`src/rtl/branch_resolve_ctrl_if.sv`:
```
// Bundle of fetch, exec, redirect and predictor-update signals around branch_resolve_ctrl.
// The master side is the pipeline/predictor environment; the slave side is the controller.
interface branch_resolve_ctrl_if #(
    parameter int unsigned IDX_W = 8
) ();
    // Fetch push
    logic             f_valid;
    logic [31:0]      f_pc;
    logic             f_pred_taken;
    logic [31:0]      f_pred_addr;
    logic [IDX_W-1:0] f_index;
    logic             f_ready;
    // Exec resolve
    logic             x_valid;
    logic             x_taken;
    logic [31:0]      x_target;
    logic             x_ready;
    // Redirect and predictor update
    logic             redirect_valid;
    logic [31:0]      redirect_pc;
    logic             upd_valid;
    logic [IDX_W-1:0] upd_index;
    logic             upd_taken;
    logic             upd_ready;
    // Status
    logic [15:0]      mispredict_cnt;
    logic             underflow_err;

    modport master (
        output f_valid, f_pc, f_pred_taken, f_pred_addr, f_index,
        output x_valid, x_taken, x_target, upd_ready,
        input  f_ready, x_ready, redirect_valid, redirect_pc,
        input  upd_valid, upd_index, upd_taken, mispredict_cnt, underflow_err
    );

    modport slave (
        input  f_valid, f_pc, f_pred_taken, f_pred_addr, f_index,
        input  x_valid, x_taken, x_target, upd_ready,
        output f_ready, x_ready, redirect_valid, redirect_pc,
        output upd_valid, upd_index, upd_taken, mispredict_cnt, underflow_err
    );
endinterface

```
`src/rtl/branch_resolve_ctrl.sv`:
```
// Branch resolution controller: keeps fetch predictions in an in-order queue, compares the oldest
// against the exec outcome, issues a one-cycle redirect on mispredict and hands the counter
// update to the predictor through a valid/ready handshake.
module branch_resolve_ctrl #(
    parameter int unsigned DEPTH = 4,
    parameter int unsigned IDX_W = 8
) (
    input logic                  clk,
    input logic                  rst_n,
    branch_resolve_ctrl_if.slave bus
);
    localparam int unsigned PtrW = $clog2(DEPTH);
    localparam logic [PtrW:0] Full = (PtrW + 1)'(DEPTH);

    localparam logic [1:0] StIdle   = 2'd0;
    localparam logic [1:0] StUpdate = 2'd1;
    localparam logic [1:0] StFlush  = 2'd2;

    logic [1:0]      state_q, state_d;
    logic [PtrW-1:0] rd_q, rd_d, wr_q, wr_d;
    logic [PtrW:0]   cnt_q, cnt_d;

    logic [31:0]      pc_mem    [DEPTH];
    logic             taken_mem [DEPTH];
    logic [31:0]      addr_mem  [DEPTH];
    logic [IDX_W-1:0] idx_mem   [DEPTH];

    logic             mis_q;
    logic             redirect_valid_q;
    logic [31:0]      redirect_pc_q;
    logic [IDX_W-1:0] upd_index_q;
    logic             upd_taken_q;
    logic [15:0]      mis_cnt_q;
    logic             underflow_q;

    logic resolve, underflow_hit, mispredict, push;

    assign bus.f_ready = (cnt_q < Full) && (state_q != StFlush);
    assign bus.x_ready = (state_q == StIdle);

    assign resolve       = bus.x_valid && bus.x_ready && (cnt_q != '0);
    assign underflow_hit = bus.x_valid && bus.x_ready && (cnt_q == '0);
    assign mispredict    = (taken_mem[rd_q] != bus.x_taken) ||
                           (bus.x_taken && (addr_mem[rd_q] != bus.x_target));
    // A fetch arriving alongside a mispredicting resolve is on the wrong path.
    assign push          = bus.f_valid && bus.f_ready && !(resolve && mispredict);

    assign bus.upd_valid      = (state_q == StUpdate);
    assign bus.upd_index      = upd_index_q;
    assign bus.upd_taken      = upd_taken_q;
    assign bus.redirect_valid = redirect_valid_q;
    assign bus.redirect_pc    = redirect_pc_q;
    assign bus.mispredict_cnt = mis_cnt_q;
    assign bus.underflow_err  = underflow_q;

    // Queue pointer/count and FSM next-state.
    always_comb begin
        state_d = state_q;
        rd_d    = rd_q;
        wr_d    = wr_q;
        cnt_d   = cnt_q;
        if (push) begin
            wr_d = wr_q + PtrW'(1);
        end
        if (resolve) begin
            rd_d = rd_q + PtrW'(1);
        end
        if (push && !resolve) begin
            cnt_d = cnt_q + (PtrW + 1)'(1);
        end else if (!push && resolve) begin
            cnt_d = cnt_q - (PtrW + 1)'(1);
        end
        case (state_q)
            StIdle: begin
                if (resolve) begin
                    state_d = StUpdate;
                end
            end
            StUpdate: begin
                if (bus.upd_ready) begin
                    state_d = mis_q ? StFlush : StIdle;
                end
            end
            StFlush: begin
                // Everything younger than the mispredicted branch is wrong-path.
                rd_d    = wr_q;
                cnt_d   = '0;
                state_d = StIdle;
            end
            default: state_d = StIdle;
        endcase
    end

    // Control state, update payload, redirect and status registers.
    always_ff @(posedge clk or negedge rst_n) begin
        if (!rst_n) begin
            state_q          <= StIdle;
            rd_q             <= '0;
            wr_q             <= '0;
            cnt_q            <= '0;
            mis_q            <= 1'b0;
            redirect_valid_q <= 1'b0;
            redirect_pc_q    <= '0;
            upd_index_q      <= '0;
            upd_taken_q      <= 1'b0;
            mis_cnt_q        <= '0;
            underflow_q      <= 1'b0;
        end else begin
            state_q          <= state_d;
            rd_q             <= rd_d;
            wr_q             <= wr_d;
            cnt_q            <= cnt_d;
            redirect_valid_q <= resolve && mispredict;
            if (resolve) begin
                upd_index_q <= idx_mem[rd_q];
                upd_taken_q <= bus.x_taken;
                mis_q       <= mispredict;
                if (mispredict) begin
                    redirect_pc_q <= bus.x_taken ? bus.x_target : pc_mem[rd_q] + 32'd4;
                    if (mis_cnt_q != 16'hFFFF) begin
                        mis_cnt_q <= mis_cnt_q + 16'd1;
                    end
                end
            end
            if (underflow_hit) begin
                underflow_q <= 1'b1;
            end
        end
    end

    // Record storage; contents are only meaningful between rd and wr, so no reset.
    always_ff @(posedge clk) begin
        if (push) begin
            pc_mem[wr_q]    <= bus.f_pc;
            taken_mem[wr_q] <= bus.f_pred_taken;
            addr_mem[wr_q]  <= bus.f_pred_addr;
            idx_mem[wr_q]   <= bus.f_index;
        end
    end
endmodule
```
`src/flat_wrapper.sv`:
```
// flat-port wrapper written by rule: the top's interface ports become plain ports
module branch_resolve_ctrl_flat 
#(
    parameter int unsigned DEPTH = 4,
    parameter int unsigned IDX_W = 8
)
  (clk, rst_n, bus_f_valid, bus_f_pc, bus_f_pred_taken, bus_f_pred_addr, bus_f_index, bus_x_valid, bus_x_taken, bus_x_target, bus_upd_ready, bus_f_ready, bus_x_ready, bus_redirect_valid, bus_redirect_pc, bus_upd_valid, bus_upd_index, bus_upd_taken, bus_mispredict_cnt, bus_underflow_err);
  branch_resolve_ctrl_if #(.IDX_W(IDX_W)) bus_i ();
  input logic clk;
  input logic rst_n;
  input wire logic [$bits(bus_i.f_valid)-1:0] bus_f_valid;
  input wire logic [$bits(bus_i.f_pc)-1:0] bus_f_pc;
  input wire logic [$bits(bus_i.f_pred_taken)-1:0] bus_f_pred_taken;
  input wire logic [$bits(bus_i.f_pred_addr)-1:0] bus_f_pred_addr;
  input wire logic [$bits(bus_i.f_index)-1:0] bus_f_index;
  input wire logic [$bits(bus_i.x_valid)-1:0] bus_x_valid;
  input wire logic [$bits(bus_i.x_taken)-1:0] bus_x_taken;
  input wire logic [$bits(bus_i.x_target)-1:0] bus_x_target;
  input wire logic [$bits(bus_i.upd_ready)-1:0] bus_upd_ready;
  output wire logic [$bits(bus_i.f_ready)-1:0] bus_f_ready;
  output wire logic [$bits(bus_i.x_ready)-1:0] bus_x_ready;
  output wire logic [$bits(bus_i.redirect_valid)-1:0] bus_redirect_valid;
  output wire logic [$bits(bus_i.redirect_pc)-1:0] bus_redirect_pc;
  output wire logic [$bits(bus_i.upd_valid)-1:0] bus_upd_valid;
  output wire logic [$bits(bus_i.upd_index)-1:0] bus_upd_index;
  output wire logic [$bits(bus_i.upd_taken)-1:0] bus_upd_taken;
  output wire logic [$bits(bus_i.mispredict_cnt)-1:0] bus_mispredict_cnt;
  output wire logic [$bits(bus_i.underflow_err)-1:0] bus_underflow_err;
  assign bus_i.f_valid = bus_f_valid;
  assign bus_i.f_pc = bus_f_pc;
  assign bus_i.f_pred_taken = bus_f_pred_taken;
  assign bus_i.f_pred_addr = bus_f_pred_addr;
  assign bus_i.f_index = bus_f_index;
  assign bus_i.x_valid = bus_x_valid;
  assign bus_i.x_taken = bus_x_taken;
  assign bus_i.x_target = bus_x_target;
  assign bus_i.upd_ready = bus_upd_ready;
  assign bus_f_ready = bus_i.f_ready;
  assign bus_x_ready = bus_i.x_ready;
  assign bus_redirect_valid = bus_i.redirect_valid;
  assign bus_redirect_pc = bus_i.redirect_pc;
  assign bus_upd_valid = bus_i.upd_valid;
  assign bus_upd_index = bus_i.upd_index;
  assign bus_upd_taken = bus_i.upd_taken;
  assign bus_mispredict_cnt = bus_i.mispredict_cnt;
  assign bus_underflow_err = bus_i.underflow_err;
  branch_resolve_ctrl #(.DEPTH(DEPTH), .IDX_W(IDX_W)) u_core (.clk(clk), .rst_n(rst_n), .bus(bus_i));
endmodule
```
`config.mk`:
```
export PLATFORM = sky130hd
export DESIGN_NAME = branch_resolve_ctrl_flat
export DESIGN_NICKNAME = d
export VERILOG_FILES = /design/src/rtl/branch_resolve_ctrl_if.sv /design/src/rtl/branch_resolve_ctrl.sv /design/src/flat_wrapper.sv
export SDC_FILE = /design/constraint.sdc
export NUM_CORES = 1
export LEC_CHECK = 0
export ABC_AREA = 1
export CORE_UTILIZATION = 51
export DETAILED_ROUTE_END_ITERATION = 6
export GPL_ROUTABILITY_DRIVEN = 0
export PLACE_DENSITY = 0.84
export SLEW_MARGIN = 10
export SYNTH_ARGS = -nofsm -noshare
export SYNTH_HDL_FRONTEND = slang
export SYNTH_SLANG_ARGS = --single-unit
```
`constraint.sdc`:
```
create_clock -name clk -period 4.9 [get_ports clk]
set_clock_uncertainty 0.15 [all_clocks]
set_input_delay 1.47 -clock clk [delete_from_list [all_inputs] [get_ports clk]]
set_output_delay 1.47 -clock clk [all_outputs]
set_load 0.005 [all_outputs]
```
# Word level (Yosys, flattened, before mapping)
# Memory sizes are Yosys's and may differ from the RTL's. A register that Yosys moved wholly into a read port is not among the register bits.
# Cells that the tools add are included.
# W data, S select, Z words.
# word_totals
out_inout_bits,62
word_cells,64
memories,4
ramBits,292
in_bits,111
regBits,61
# op_classes
mux,12
n_lt_le_gt_ge,1
reduce_logical,23
n_addsub,6
eq_ne,8
# mem_list
memory,words,word_bits,rd,rd_clocked_by_memory_dff,wr,line,source
u_core.addr_mem,4,32,1,0,1,branch_resolve_ctrl.sv:25,logic [31:0] addr_mem [DEPTH];
u_core.pc_mem,4,32,1,0,1,branch_resolve_ctrl.sv:23,logic [31:0] pc_mem [DEPTH];
u_core.idx_mem,4,8,1,1,1,branch_resolve_ctrl.sv:26,logic [IDX_W-1:0] idx_mem [DEPTH];
u_core.taken_mem,4,1,1,0,1,branch_resolve_ctrl.sv:24,logic taken_mem [DEPTH];
# ops
operator,count
$add A32 B3 Y32 const B,1
$mux W32,1
$ne A32 B32 Y1,1
$add A16 B1 Y16 const B,1
$ne A16 B16 Y1 const B,1
$logic_and A1 B1 Y1,10
$mux W2,5
$mux W3,3
$ne A2 B2 Y1 const B,3
$reduce_bool A3 Y1,2
$add A2 B1 Y2 const B,2
$logic_not A1 Y1,4
$pmux W2 S2,1
$reduce_and A2 Y1,2
$add A3 B1 Y3 const B,1
$logic_not A3 Y1,1
$lt A3 B3 Y1 const B,1
$reduce_and A3 Y1,1
$sub A3 B1 Y3 const B,1
$eq A2 B1 Y1 const B,1
$eq A2 B2 Y1 const B,1
$logic_not A2 Y1,1
$mux W1,2
$reduce_bool A2 Y1,1
other kinds (2),2

# Depth between registers and ports, before layout
# An unclocked memory read counts as a cell.
# depth
depth_word,12
depth_mapped,19
ltp_nobuf,18

# Worst setup path after synthesis
# OpenSTA, ideal clock, no wires.
# synth_path
path_type,input port to flip-flop
start,input port bus_x_taken
end,"memory u_core.addr_mem[0][0], enable pin"
setup_time_ns,0.505
stages,11
n_path_buf,1
arrival_ns,5.476
required_ns,4.245
path_slack_ns,-1.231
path_cell_list,clkbuf_1 -> nand3_1 -> nor2_1 -> nand2_1 -> nor2_1 -> nand2_1 -> nor2_1 -> nand3_1 -> nand2_2 -> nand2_2 -> nor2_1
# synth_between
elab_chain_cells,7
elab_cells_between_ends,8
classes_between,eq/ne: 1; mux: 2; reduce/logical: 5
# synth_rtl
item,line,source
from (decl),flat_wrapper.sv:17,input wire logic [$bits(bus_i.x_taken)-1:0] bus_x_taken;
$ne A1 B1 Y1 or $logic_and A1 B1 Y1 (tied branches),"branch_resolve_ctrl.sv:43, branch_resolve_ctrl.sv:44",
$logic_or A1 B1 Y1 *,branch_resolve_ctrl.sv:43,assign mispredict = (taken_mem[rd_q] != bus.x_taken) ||
$logic_and A1 B1 Y1 *,branch_resolve_ctrl.sv:46,assign push = bus.f_valid && bus.f_ready && !(resolve && mispredict);
$logic_not A1 Y1 *,branch_resolve_ctrl.sv:46,
$logic_and A1 B1 Y1 *,branch_resolve_ctrl.sv:46,
$mux W1 *,branch_resolve_ctrl.sv:133,if (push) begin
$mux W1 (not written as such) *,branch_resolve_ctrl.sv:136,addr_mem[wr_q] <= bus.f_pred_addr;
to (decl),branch_resolve_ctrl.sv:25,
# Every way passes the cells marked *; elsewhere a longest branch is shown, timed or not.

# Worst setup path in the final report
# layout_path
start,register u_core.rd_q[0]
end,register u_core.mis_cnt_q[15] (netlist: u_core.bus.mispredict_cnt[15])
# layout_between
elab_chain_cells,5
elab_cells_between_ends,7
classes_between,eq/ne: 2; reduce/logical: 3; memory: 2
# layout_rtl
item,line,source
from (decl),branch_resolve_ctrl.sv:20,"logic [PtrW-1:0] rd_q, rd_d, wr_q, wr_d;"
from (signal assigned),branch_resolve_ctrl.sv:110,rd_q <= rd_d;
$mem_v2 Z4 W32,n/a,
$ne A32 B32 Y1,branch_resolve_ctrl.sv:44,(bus.x_taken && (addr_mem[rd_q] != bus.x_target));
$logic_and A1 B1 Y1,branch_resolve_ctrl.sv:44,
$logic_or A1 B1 Y1 *,branch_resolve_ctrl.sv:43,
$reduce_and A3 Y1 (no line) *,n/a,
to (signal assigned),branch_resolve_ctrl.sv:121,mis_cnt_q <= mis_cnt_q + 16'd1;
to (decl),branch_resolve_ctrl.sv:33,logic [15:0] mis_cnt_q;
# Marked as above.
# A chain may end at the register's enable or synchronous reset.

==> results.txt <==
----------------------------------------------------
[Outcome]
  Status ... finished, violations left
  Violations in the final reports ... design-rule violations

[Floorplanning]
  Standard-cell row count ... 63
  Area of the placeable core ... 0.0300 sq mm
  Width of the die ... 178 um
  Die footprint ... 0.0315 sq mm
  Die Y ... 178 um
  Boundary Pins ... 173
  Effective utilization at floorplan ... 52.5%

[Timing]
  Final Setup Violations ... 0
  PnR worst setup slack ... 0.725 ns
  Slew margin rel. ... 26.6%
  Worst Hold Margin ... 0.319 ns
  RSZ-0062 raised after global routing ... no
  Achievable Freq ... 0.240 GHz
  Hold violation total from the final report ... 0
  Setup tns final ... 0 ns
  Final Slew Violations ... 0
  Period utilization ... 85.2%
  Min cycle time layout ... 4.18 ns
  Worst-margin pin slew ... 1.10 ns

[Yosys]
  Warnings from Yosys ... 0
  Share of flip-flops with an asynchronous set or reset ... 19.1%
  Total of flip-flops plus latches after synthesis ... 361
  Arithmetic-cell share of the synthesized area counting full adders, half adders and majority gates ... 0.605%
  EDFF count, synth ... 292
  Mean instance size in the synthesized netlist ... 10.6 sq um
  Cell area after synthesis ... 0.0157 sq mm
  Multiplexer share of the synthesized area ... 0.127%
  Synthesized-area fraction occupied by ao, oa, aoi and oai cells ... 4.89%
  Post-synthesis share of cell area spent on xor and xnor gates ... 2.34%
  Share of synthesized cell area in and, or, nand and nor gates ... 21.3%
  Sequential share of the synthesized area ... 66.8%
  Distinct cells, synth ... 41
  Synth Net Count ... 1599
  Gate Count Post-Synth ... 1481
  Largest family of logic cells by synthesized area ... simple AND/OR/NAND/NOR gates
  Leading register cell type out of synthesis ... edfxtp_1

[Global route]
  Global-route wire length before repair ... 61400 um
  Pin count of the biggest net entering global routing ... 100
  Vias in the first global route ... 11300
  Number of antenna violations at the first check in global routing ... 2
  Overall global routing resource usage ... 25.6%
  Aggregate global routing overflow ... 0

[Pwr]
  Sequential share of power ... 38.3%
  Sw Share ... 37.8%
  Internal portion of total power ... 6.95 mW
  Power per standard cell area ... 591 mW/mm^2
  Standby leakage power ... 7.16 nW
  Proportion of power drawn by combinational gates ... 38.2%
  Peak supply drop ... 0.000470 V
  Switching power total ... 4.23 mW
  Clock Power Share ... 23.5%
  Overall power ... 11.2 mW

[Worst setup path]
  Max FO, Critical Path ... 99
  Kind of start point of the critical path ... flop
  R2R Setup Slk ... 0.72 ns
  Capturing element type of the critical path ... flop
  Worst Path Required ... 5.14 ns
  Crit path DAT ... 4.42 ns
  Category of the most critical setup path ... reg -> reg

[Clock network]
  # resized after CTS ... 0
  Clock latency of the later-clocked register in the worst-skew pair ... 0.52 ns
  Post-CTS Hold Buffers ... 0
  Clock-pin slew on the worst setup and hold paths ... 0.06 ns
  Number of setup buffers added after CTS ... 0
  Max Root-Sink Buffers ... 3
  Max H-tree Level ... 2
  Root Buffer ... clkbuf_16
  CTS Buf Count ... 37
  TritonCTS Sinks ... 361
  TritonCTS clock tree ... done

[Route]
  Residual DRC ... 1
  Vias/cell ... 5.65
  Final wirelength ... 40000 um
  Vias after detailed routing ... 11700
  Initial DRC Count ... 1429
  Avg WL per Cell ... 19.4 um
  Detailed Routing Iterations Pass 1 ... 7
  Number of nets still failing antenna checks after routing ... 0

[Place]
  Port buffer count ... 172
  Post-DP HPWL ... 26200 um
  Placed cell count ... 1996
  Place WS ... 0.349 ns
  Placed standard-cell area ... 0.0178 sq mm

[Layout]
  Proportion of layout cells with a drive suffix above 1 ... 5.74%
  Fin util ... 63.1%
  Area growth from synthesis to layout ... 20.3%
  Count of nets after finishing ... 1763
  Commonest non-fill, non-tap cell in the layout ... nand2_1
  Commonest non-fill, non-tap cells in the layout ... nand2_1 (456), edfxtp_1 (292), clkdlybuf4s50_1 (171), nand3_1 (149), nor2_1 (144)
  Filler cells ... 2237
  Non-filler instance count after layout ... 2066
  Total non-filler cell area in the finished layout ... 0.0189 sq mm

[Hold path]
  Worst Hold Class ... reg -> reg

[Flow run]
  Max-cap violation count ... 0

----------------------------------------------------
critical path, stage by stage, from the launching register on:
cell,delay [ns]
dfrtp_4,0.42
buf_4,0.81
nand2_1,0.16
nand3_1,0.15
nand2_1,0.08
xor2_1,0.37
nand3_1,0.19
nor2_1,0.23
nand3_1,0.17
nand2_2,0.12
buf_4,0.47
inv_2,0.32
nand2_2,0.24
o21ai_0,0.12
flip-flops by register name, indices dropped and copies added, names as in the netlist, 3 cells and up:
name,flops
u_core.cnt_q,3
u_core.bus.redirect_pc,32
u_core.taken_mem,4
u_core.addr_mem,128
u_core.idx_mem,32
u_core.bus.upd_index,8
u_core.pc_mem,128
u_core.bus.mispredict_cnt,16
cell usage after synthesis, types with 6 or more instances:
cell type | n | area, sq um
nand2_1 | 456 | 1710
edfxtp_1 | 292 | 8770
nand3_1 | 149 | 746
nor2_1 | 148 | 556
dfrtp_1 | 69 | 1730
o21ai_0 | 66 | 330
inv_1 | 55 | 206
buf_2 | 26 | 130
a21oi_1 | 25 | 125
xor2_1 | 23 | 201
o21ai_1 | 21 | 105
xnor2_1 | 19 | 166
clkbuf_1 | 14 | 52.6
nor3_1 | 14 | 70.1
buf_4 | 12 | 90.1
nand3b_1 | 11 | 82.6
buf_6 | 10 | 113
a31oi_1 | 9 | 56.3
nand4_1 | 8 | 50.1
o22ai_1 | 7 | 43.8
ha_1 | 6 | 75.1
cells by family after synthesis:
logic type	after synthesis
muxes	2
DFF	361
AOI/OAI and AO/OA	140
xor gates and xnor gates	42
adders and majority gates	7
and+or+nand+nor	804
buffers and inverters	125
power by group through the flow:
stage | registers [mW] | logic [mW] | clock network, mW
2_1_floorplan | 4.26 | 2.71 | 0
3_3_place_gp | 4.31 | 4.08 | 0
3_5_place_dp | 4.33 | 4.19 | 0
4_1_cts | 4.28 | 4.24 | 2.65
5_1_grt | 4.33 | 4.71 | 2.78
6_report | 4.28 | 4.27 | 2.63
final timing paths:
kind / endpoint / cells after the start / startpoint
max in group asynchronous: u_core.rd_q[0] / 1 / rst_n
hold / removal: u_core.bus.underflow_err / 1 / u_core.bus.underflow_err
setup reg to reg: u_core.bus.mispredict_cnt[15] / 13 / u_core.rd_q[0]
min in group asynchronous: u_core.bus.mispredict_cnt[2] / 1 / rst_n
setup / recovery: u_core.bus.mispredict_cnt[15] / 13 / u_core.rd_q[0]
hold reg to reg: u_core.bus.underflow_err / 1 / u_core.bus.underflow_err
layer usage:
| metal | track usage [%] | wire (um) |
|---|---|---|
| met1 | 33.7 | 15700 |
| met2 | 42.7 | 19500 |
| met3 | 3.51 | 3210 |
| met4 | 10.7 | 1590 |
| met5 | 0 | 0 |
cell type report:
cell class | instances | area, sq um | share of cell area (%)
Clock buffer | 48 | 1010 | 5.34
Sequential cell | 361 | 10500 | 55.5
Antenna cell | 3 | 7.51 | 0.0397
Clock inverter | 19 | 120 | 0.635
Multi-Input combinational cell | 995 | 4640 | 24.5
Tap cell | 390 | 488 | 2.58
Inverter | 59 | 224 | 1.18
Timing Repair Buffer | 191 | 1920 | 10.2
Note: power is estimated with default switching activity, not from simulation.
